### config.mk
export PLATFORM = sky130hd
export DESIGN_NAME = epl_serial_host
export DESIGN_NICKNAME = d
export VERILOG_FILES = /design/src/rtl/epl_pkg.sv /design/src/rtl/epl_sync2.sv /design/src/rtl/epl_serial_host.sv
export SDC_FILE = /design/constraint.sdc
export NUM_CORES = 1
export LEC_CHECK = 0
export BUFFER_PORTS_ARGS = -buffer_cell sky130_fd_sc_hd__buf_2
export CORE_UTILIZATION = 40
export CTS_BUF_LIST = sky130_fd_sc_hd__clkbuf_2 sky130_fd_sc_hd__clkbuf_4 sky130_fd_sc_hd__clkbuf_8
export DETAILED_ROUTE_END_ITERATION = 8
export GPL_ROUTABILITY_DRIVEN = 0
export GPL_TIMING_DRIVEN = 0
export PLACE_DENSITY = 0.71
export SKIP_LAST_GASP = 1
export SYNTH_ARGS = -nofsm -noshare
export SYNTH_HDL_FRONTEND = slang
export SYNTH_SLANG_ARGS = --single-unit
### constraint.sdc
create_clock -name clk -period 3.25 [get_ports clk]
set_clock_uncertainty 0.15 [all_clocks]
set_input_delay 0.65 -clock clk [delete_from_list [all_inputs] [get_ports clk]]
set_output_delay 0.65 -clock clk [all_outputs]
set_load 0.01 [all_outputs]
### src/rtl/epl_pkg.sv
// Shared types and constants for the EPL serial bus host.
package epl_pkg;

  localparam int EPL_DATA_W = 32;
  localparam int EPL_DIV_W  = 8;
  localparam int EPL_TMO_W  = 16;

  typedef enum logic [2:0] {
    ST_IDLE     = 3'd0,
    ST_WAIT_RDY = 3'd1,
    ST_SHIFT_LO = 3'd2,
    ST_SHIFT_HI = 3'd3,
    ST_LATCH    = 3'd4,
    ST_DONE     = 3'd5
  } epl_host_state_t;

  // True in the states whose duration is timed by the SCLK divider.
  function automatic logic epl_div_active(input epl_host_state_t st);
    logic act;
    case (st)
      ST_SHIFT_LO, ST_SHIFT_HI, ST_LATCH: act = 1'b1;
      default:                            act = 1'b0;
    endcase
    return act;
  endfunction

endpackage

### src/rtl/epl_sync2.sv
// Two-flop synchronizer for an asynchronous single-bit input.
module epl_sync2 (
  input  logic clk,
  input  logic reset,
  input  logic d,
  output logic q
);

  logic meta_q;
  logic sync_q;

  // Two back-to-back flops; only sync_q is used downstream.
  always_ff @(posedge clk) begin
    if (reset) begin
      meta_q <= 1'b0;
      sync_q <= 1'b0;
    end else begin
      meta_q <= d;
      sync_q <= meta_q;
    end
  end

  assign q = sync_q;

endmodule

### src/rtl/epl_serial_host.sv
// EPL serial bus master: one full-duplex MSB-first frame per start, then an SLE latch pulse.
module epl_serial_host
  import epl_pkg::*;
#(
  parameter int DATA_W      = EPL_DATA_W,
  parameter int CLK_DIV     = 4,
  parameter int RDY_TIMEOUT = 1024
) (
  input  logic              clk,
  input  logic              reset,
  input  logic              start,
  input  logic [DATA_W-1:0] wr_data,
  output logic              busy,
  output logic              done,
  output logic              timeout,
  output logic [DATA_W-1:0] rd_data,
  output logic              epl_sclk,
  output logic              epl_sdo,
  input  logic              epl_sdi,
  output logic              epl_sle,
  input  logic              epl_srdy
);

  localparam int BIT_W = $clog2(DATA_W) + 1;
  localparam logic [EPL_DIV_W-1:0] DIV_LAST = EPL_DIV_W'(CLK_DIV - 1);
  localparam logic [EPL_TMO_W-1:0] TMO_LAST = EPL_TMO_W'(RDY_TIMEOUT - 1);
  localparam logic [BIT_W-1:0]     BIT_LAST = BIT_W'(DATA_W - 1);

  logic sdi_s;
  logic srdy_s;

  epl_sync2 u_sync_sdi (
    .clk   (clk),
    .reset (reset),
    .d     (epl_sdi),
    .q     (sdi_s)
  );

  epl_sync2 u_sync_srdy (
    .clk   (clk),
    .reset (reset),
    .d     (epl_srdy),
    .q     (srdy_s)
  );

  epl_host_state_t   state_q, state_d;
  logic [EPL_DIV_W-1:0] div_q, div_d;
  logic [EPL_TMO_W-1:0] tmo_q, tmo_d;
  logic [BIT_W-1:0]  bit_q, bit_d;
  logic [DATA_W-1:0] shift_q, shift_d;
  logic [DATA_W-1:0] rd_q, rd_d;
  logic              sclk_q, sclk_d;
  logic              sdo_q, sdo_d;
  logic              sle_q, sle_d;
  logic              busy_q, busy_d;
  logic              done_q, done_d;
  logic              timeout_q, timeout_d;
  logic              tc_s;

  assign tc_s = (div_q == DIV_LAST);

  // Next-state, datapath and output decode; outputs are derived from the next state so they register cleanly.
  always_comb begin
    state_d   = state_q;
    shift_d   = shift_q;
    bit_d     = bit_q;
    tmo_d     = tmo_q;
    rd_d      = rd_q;
    done_d    = 1'b0;
    timeout_d = 1'b0;

    case (state_q)
      ST_IDLE: begin
        if (start) begin
          shift_d = wr_data;
          bit_d   = '0;
          tmo_d   = '0;
          state_d = ST_WAIT_RDY;
        end else begin
          state_d = ST_IDLE;
        end
      end
      ST_WAIT_RDY: begin
        if (srdy_s) begin
          state_d = ST_SHIFT_LO;
        end else if (tmo_q == TMO_LAST) begin
          timeout_d = 1'b1;
          state_d   = ST_IDLE;
        end else begin
          tmo_d = tmo_q + EPL_TMO_W'(1);
        end
      end
      ST_SHIFT_LO: begin
        if (tc_s) begin
          state_d = ST_SHIFT_HI;
        end else begin
          state_d = ST_SHIFT_LO;
        end
      end
      ST_SHIFT_HI: begin
        if (tc_s) begin
          shift_d = {shift_q[DATA_W-2:0], sdi_s};
          bit_d   = bit_q + BIT_W'(1);
          if (bit_q == BIT_LAST) begin
            state_d = ST_LATCH;
          end else begin
            state_d = ST_SHIFT_LO;
          end
        end else begin
          state_d = ST_SHIFT_HI;
        end
      end
      ST_LATCH: begin
        if (tc_s) begin
          rd_d    = shift_q;
          done_d  = 1'b1;
          state_d = ST_DONE;
        end else begin
          state_d = ST_LATCH;
        end
      end
      ST_DONE: begin
        state_d = ST_IDLE;
      end
      default: begin
        state_d = ST_IDLE;
      end
    endcase

    // Divider restarts on every state change and rests at zero outside timed states.
    if ((state_d != state_q) || !epl_div_active(state_q)) begin
      div_d = '0;
    end else begin
      div_d = div_q + EPL_DIV_W'(1);
    end

    sclk_d = (state_d == ST_SHIFT_HI);
    sle_d  = (state_d == ST_LATCH);
    busy_d = (state_d != ST_IDLE);
    // Shift register only moves at the end of SHIFT_HI, so the MSB is stable across the rising edge.
    if ((state_d == ST_SHIFT_LO) || (state_d == ST_SHIFT_HI)) begin
      sdo_d = shift_d[DATA_W-1];
    end else begin
      sdo_d = 1'b0;
    end
  end

  // State and registered outputs, all forced to their idle values by reset.
  always_ff @(posedge clk) begin
    if (reset) begin
      state_q   <= ST_IDLE;
      div_q     <= '0;
      tmo_q     <= '0;
      bit_q     <= '0;
      shift_q   <= '0;
      rd_q      <= '0;
      sclk_q    <= 1'b0;
      sdo_q     <= 1'b0;
      sle_q     <= 1'b0;
      busy_q    <= 1'b0;
      done_q    <= 1'b0;
      timeout_q <= 1'b0;
    end else begin
      state_q   <= state_d;
      div_q     <= div_d;
      tmo_q     <= tmo_d;
      bit_q     <= bit_d;
      shift_q   <= shift_d;
      rd_q      <= rd_d;
      sclk_q    <= sclk_d;
      sdo_q     <= sdo_d;
      sle_q     <= sle_d;
      busy_q    <= busy_d;
      done_q    <= done_d;
      timeout_q <= timeout_d;
    end
  end

  assign busy     = busy_q;
  assign done     = done_q;
  assign timeout  = timeout_q;
  assign rd_data  = rd_q;
  assign epl_sclk = sclk_q;
  assign epl_sdo  = sdo_q;
  assign epl_sle  = sle_q;

endmodule

* Word-level counts from Yosys, hierarchy flattened
Cells that the tools add are included.
** Storage, ports and cells
- Input port bits :: 37
- Flip-flop bits (word level) :: 107
- Word-level logic and storage cells :: 74
- Output and inout port bits :: 38
** Operators by class
- Reductions and logical operators :: 15
- Bitwise gates (word level) :: 3
- $add $sub $neg :: 3
- Equal/unequal tests :: 15
- Muxes and demuxes :: 21
** Operators by type and width (number)
- 32-bit two-way mux :: 2
- 32-bit case mux with 2 select lines :: 1
- 16-bit two-way mux :: 3
- 16-bit case mux with 2 select lines :: 1
- 16-bit by 1-bit adder with 16-bit output, second input constant :: 1
- 16-bit by 10-bit equality test with 1-bit output, second input constant :: 1
- 3-bit case mux with 5 select lines :: 1
- 3-bit by 2-bit equality test with 1-bit output, second input constant :: 4
- 3-bit two-way mux :: 4
- 6-bit two-way mux :: 2
- 6-bit case mux with 2 select lines :: 1
- 8-bit by 1-bit adder with 8-bit output, second input constant :: 1
- 8-bit by 2-bit equality test with 1-bit output, second input constant :: 1
- 2-bit != test, second input constant :: 4
- 6-bit by 1-bit adder with 6-bit output, second input constant :: 1
- 3-bit equality test, second input constant :: 2
- 6-bit by 5-bit equality test with 1-bit output, second input constant :: 1
- 1-bit two-way mux :: 6
- 2-bit OR reduction :: 3
- 3-bit OR reduction :: 2
- 4-bit AND reduction :: 1
- 2-bit nonzero test :: 2
- 3-bit by 1-bit equality test with 1-bit output, second input constant :: 1
- 3-bit zero test :: 1
- 7 further kinds :: 10

* Logic depth before layout (Yosys ltp)
- Word-level depth :: 8
- Mapped depth :: 7
- Gate-level depth less buffers :: 6

* Modules after synthesis
Synthesis repeated with hierarchy kept, for this count alone.
** Second synthesis, totals
- Cells, all modules :: 498
- Area, all modules :: 4291.6 µm²
** By module, submodules not included
- epl_serial_host :: times used 1, area an instance 4186.5 µm², sequential area each 2062.0 µm², cells an instance 490
- epl_sync2 :: times used 2, area an instance 52.6 µm², sequential area each 40.0 µm², cells an instance 4

* Least setup slack after synthesis
No wires, ideal clock.
- Path type :: register to register
- From :: reg div_q[0]
- To :: reg busy_q (netlist: busy)
- Setup slack :: 1.357 ns
- Clock period less this slack :: 1.893 ns
- Data required time :: 3.013 ns
- Arrival :: 1.656 ns
- Setup time :: 0.087 ns
- Stages on the path, launching flop included :: 7
- Cell sequence :: dfxtp_1 ha_1 nor4b_4 nand2_4 or3_4 a31o_1 o31ai_1
** Between the ends
- Word-level cells in the longest chain between the ends :: 4
** Ends and longest elaborated chain
- start: declaration :: line epl_serial_host.sv:47 : logic [EPL_DIV_W-1:0] div_q, div_d;
- start signal: assignment :: line epl_serial_host.sv:165 : div_q <= div_d;
- 8-bit by 2-bit equality test with 1-bit output (*) :: line epl_serial_host.sv:60 : assign tc_s = (div_q == DIV_LAST);
- 1-bit two-way mux or 3-bit two-way mux (tied branches) :: line epl_serial_host.sv:94, epl_serial_host.sv:114, epl_serial_host.sv:101
- 3-bit case mux with 5 select lines (*) :: line epl_serial_host.sv:72 : case (state_q)
- 3-bit nonzero test (*) :: line epl_serial_host.sv:139 : busy_d = (state_d != ST_IDLE);
- end signal: assignment :: line epl_serial_host.sv:173 : busy_q <= busy_d;
- end: declaration :: line epl_serial_host.sv:55 : logic busy_q, busy_d;
Every way passes the cells marked *; elsewhere a longest branch is shown, timed or not.
A chain may end at the register's enable or synchronous reset.

* Worst setup path after layout
- From :: reg div_q[0]
- To :: reg rd_q[9] (netlist: rd_data[9])
** Between the ends
- Word-level cells in the longest chain between the ends :: 2
** Ends and longest elaborated chain
- 8-bit by 2-bit equality test with 1-bit output :: line epl_serial_host.sv:60
- 2-bit AND reduction (no source line)
- end signal: assignment :: line epl_serial_host.sv:169 : rd_q <= rd_d;
- end: declaration :: line epl_serial_host.sv:51 : logic [DATA_W-1:0] rd_q, rd_d;
No other way between the ends.

==> reports/qor.csv <==
stage,metric,value,unit
routing,wl_per_cell,14.05,µm
synthesis,synthTopCellsByArea,"dfxtp_1 (49%), nand2_1 (9.4%), a21oi_1 (8.6%)",
critical_path,path_cells,ha_1 -> nor4b_4 -> nand4_1 -> clkbuf_1 -> nand2_1 -> a21oi_1,
critical_path,reg2reg_to,rd_data[9],
power_and_ir_drop,power.switching,0.6137,mW
worst_hold_path,hold_path_startpoint,u_sync_srdy.meta_q,
worst_hold_path,whs_path_depth,1,
sta,final.period_utilization,70.43,%
critical_path,worstSetupEndpointType,flop,
sta,setup_tns,0,ps
synthesis,synth_enable_flop_cells,0,
sta,slew_headroom,63.55,%
floorplanning,core.rowCount,37,
clock_network,cts-root-buf,clkbuf_8,
routing,drt_iter0_drc,163,
run,maxCapViolations,0,
clock_network,cts_buffers,9,
layout,area_growth,16.76,%
synthesis,synth_area_leader_cell,dfxtp_1,
grt,grt_max_degree,20,
clock_network,htreeDepth,3,
routing,wl,10220,µm
floorplanning,die_h,106.4,µm
sta,finalHoldViolations,0,
synthesis,yosysUniqueCellTypes,52,
floorplanning,chipWidth,106.4,µm
sta,max_freq,436.9,MHz
grt,use_met3,4.537,%
synthesis,synth-adder-area-share,0.8611,%
layout,post_route_cells_drive_above_1_share,21.66,%
grt,grt_util_met2,30.10,%
critical_path,crit_type,flop to flop,
critical_path,regToRegSetupSlack,960,ps
grt,gr-usage-met1,23.87,%
synthesis,ys_warn_count,0,
sta,finalCriticalPeriod,2289,ps
status,outcome,"finished, final reports clean",
floorplanning,core_area,10460,µm²
critical_path,cp_max_fo,10,
placement,io_buffers,74,
sta,fin_ws,961.0,ps
synthesis,yosysMostFrequentCell,nand2_1,
sta,max_slew.worst_pin.slew,541.0,ps
critical_path,critical_path_arrival,2400,ps
layout,fillers,1045,
placement,pre_cts_slack,750.0,ps
synthesis,synthXorXnorAreaFrac,3.617,%
grt,antenna_found_initial,0,
grt,grtUsageTotal,18.81,%
grt,busiest_layer,met2,
power_and_ir_drop,p_per_area,457.7,nW/µm²
clock_network,postCtsSetupBuffers,0,
clock_network,cts_tree,built,
critical_path,cpPeakStageDelay,420,ps
critical_path,reg2reg_from,div_q[0],
synthesis,syn_area_per_cell,8.701,µm²
routing,drtPass1Iterations,5,
critical_path,slowest_stage,nand4_1,
sta,setup_viol,0,
clock_network,postCtsHoldBufs,0,
grt,grt_pass1_vias,3606,
synthesis,syn_nets,541,
floorplanning,start_util,41.66,%
synthesis,yosysSeqAreaShare,49.14,%
routing,post_drt_via_cell_ratio,5.259,
synthesis,ys_async_sr_fraction,0,%
sta,finalMaxSlewViolations,0,
power_and_ir_drop,p_leak,1.929,nW
synthesis,synth-seq-cells,107,
clock_network,ctsResizeCount,0,
floorplanning,die_area,11320,µm²
synthesis,synth-simple-area-share,22.90,%
sta,grt_setup_unrepaired,false,
layout,diodes,0,
worst_hold_path,hp-class,flop to flop,
power_and_ir_drop,pwr-share-clk,33.8,%
floorplanning,ios,75,
synthesis,synthMuxAreaShare,0.4592,%
layout,nNetsFinal,626,
synthesis,synth_area,4359,µm²
synthesis,netlist_instances,501,
power_and_ir_drop,p_int,1.716,mW
grt,grt_overflow,0,
routing,drc,0,
critical_path,cp_data_required_time,3360,ps
synthesis,synthTopCellsByCount,"nand2_1 (109), dfxtp_1 (107), a21oi_1 (75), a22oi_1 (32), nor2_1 (29)",
clock_network,clock_latency,370,ps
clock_network,clkSinkCount,107,
worst_hold_path,hold_end,u_sync_srdy.q,
synthesis,synth_compound_area_share,19.46,%
placement,dp_hpwl,7475,µm
clock_network,clockBufferDepth,2,
critical_path,r2r_cells,6,
power_and_ir_drop,swShare,26.34,%
synthesis,dominantRegCellSynth,dfxtp_1,
power_and_ir_drop,vdd_drop_max,231.0,µV
clock_network,cts.clk_slew.worst_paths,110,ps
synthesis,synth_top_area_share,49.14,%
power_and_ir_drop,sequentialPowerShare,58.7,%
critical_path,crit_start,div_q[0],
routing,vias,3823,
critical_path,start_kind,flop,
grt,grt_first_pass_wirelength,16930,µm
routing,ant_nets,0,
synthesis,synth_top_family_by_area,simple AND/OR/NAND/NOR gates,
power_and_ir_drop,p_comb_share,7.5,%
[layout make-up]
class	instances	area, µm²	share of cell area [%]
tap	136	170.2	3.343
clock inverter	6	58.81	1.155
sequential	107	2142	42.08
inverter	1	3.754	0.07375
multi-input combinational	360	2062	40.51
buffer	33	151.4	2.974
timing repair buffer	74	370.4	7.276
clock buffer	10	131.4	2.581
[flip-flops by register name, indices dropped and copies added, names as in the netlist, 3 cells and up]
register  cells
bit_q         6
div_q         8
rd_data      32
shift_q      32
state_q       3
tmo_q        16
[kinds of logic (layout without fill, tap and decap cells)]
logic type | count (synthesis) | after routing
AO/OA/AOI/OAI | 134 | 134
AND/OR/NAND/NOR | 203 | 203
adder cells (fa/ha/maj) | 3 | 3
multiplexers | 2 | 2
XOR/XNOR | 18 | 18
flip-flops | 107 | 107
buffers and inverters | 34 | 124
[worst max-delay path, delay by kind of cell, from the launching register on]
family | cells | cell delay [ps]
AOI/OAI and AO/OA | 1 | 70
adders and majority gates | 1 | 260
buffers and inverters | 1 | 350
DFF | 1 | 400
and+or+nand+nor | 3 | 930
[metrics by stage]
step | util (%) | instance area, µm² | instances | hold slack (ps) | power, mW
after floorplan | - | 4359 | 501 | 263.8 | 1.507
after global placement | 46.83 | 4900 | 711 | 265.8 | 1.566
after detailed placement | 46.83 | 4900 | 711 | 291.8 | 1.570
after CTS | 48.65 | 5090 | 727 | 309.0 | 2.349
after global routing | 48.65 | 5090 | 727 | 318.6 | 2.427
final | 48.65 | 5090 | 727 | 306.2 | 2.330
[power groups by stage]
stage	Sequential, mW	Clock, mW	Combinational (mW)
global route	1.37	0.861	0.193
CTS	1.37	0.809	0.174
detailed placement	1.40	0	0.173
finish	1.37	0.789	0.174
global placement	1.40	0	0.169
floorplan	1.39	0	0.115
[metal layers]
metal	vias up	wire length, µm
met1	1777	4754
met3	20	505
met2	103	4704
met5	-	0
met4	0	251
li1	1923	-
[worst max-delay path by stage]
stage / to / cells after the start
floorplan: busy / 6
global placement: rd_data[8] / 5
detailed placement: rd_data[2] / 5
CTS: rd_data[9] / 6
global route: rd_data[23] / 6
finish: rd_data[9] / 6
[cell usage in the layout (no fill, tap or decap), types with 3 or more instances in the layout]
cell type and count:
nand3_1 11, nor3b_1 3, clkbuf_8 9, dfxtp_1 107
nor3_1 3, or3_1 4, o21ai_0 5, nand2_1 109
inv_6 3, nor4_1 4, nor2b_1 6, buf_2 90
a22oi_1 32, ha_1 3, a21oi_1 75, clkbuf_1 14
o211ai_1 3, xor2_1 14, and2_1 4, xnor2_1 4
nand4_1 6, nor3_2 3, nor2_1 29, and3_1 5
Note: power is estimated with default switching activity, not from simulation.
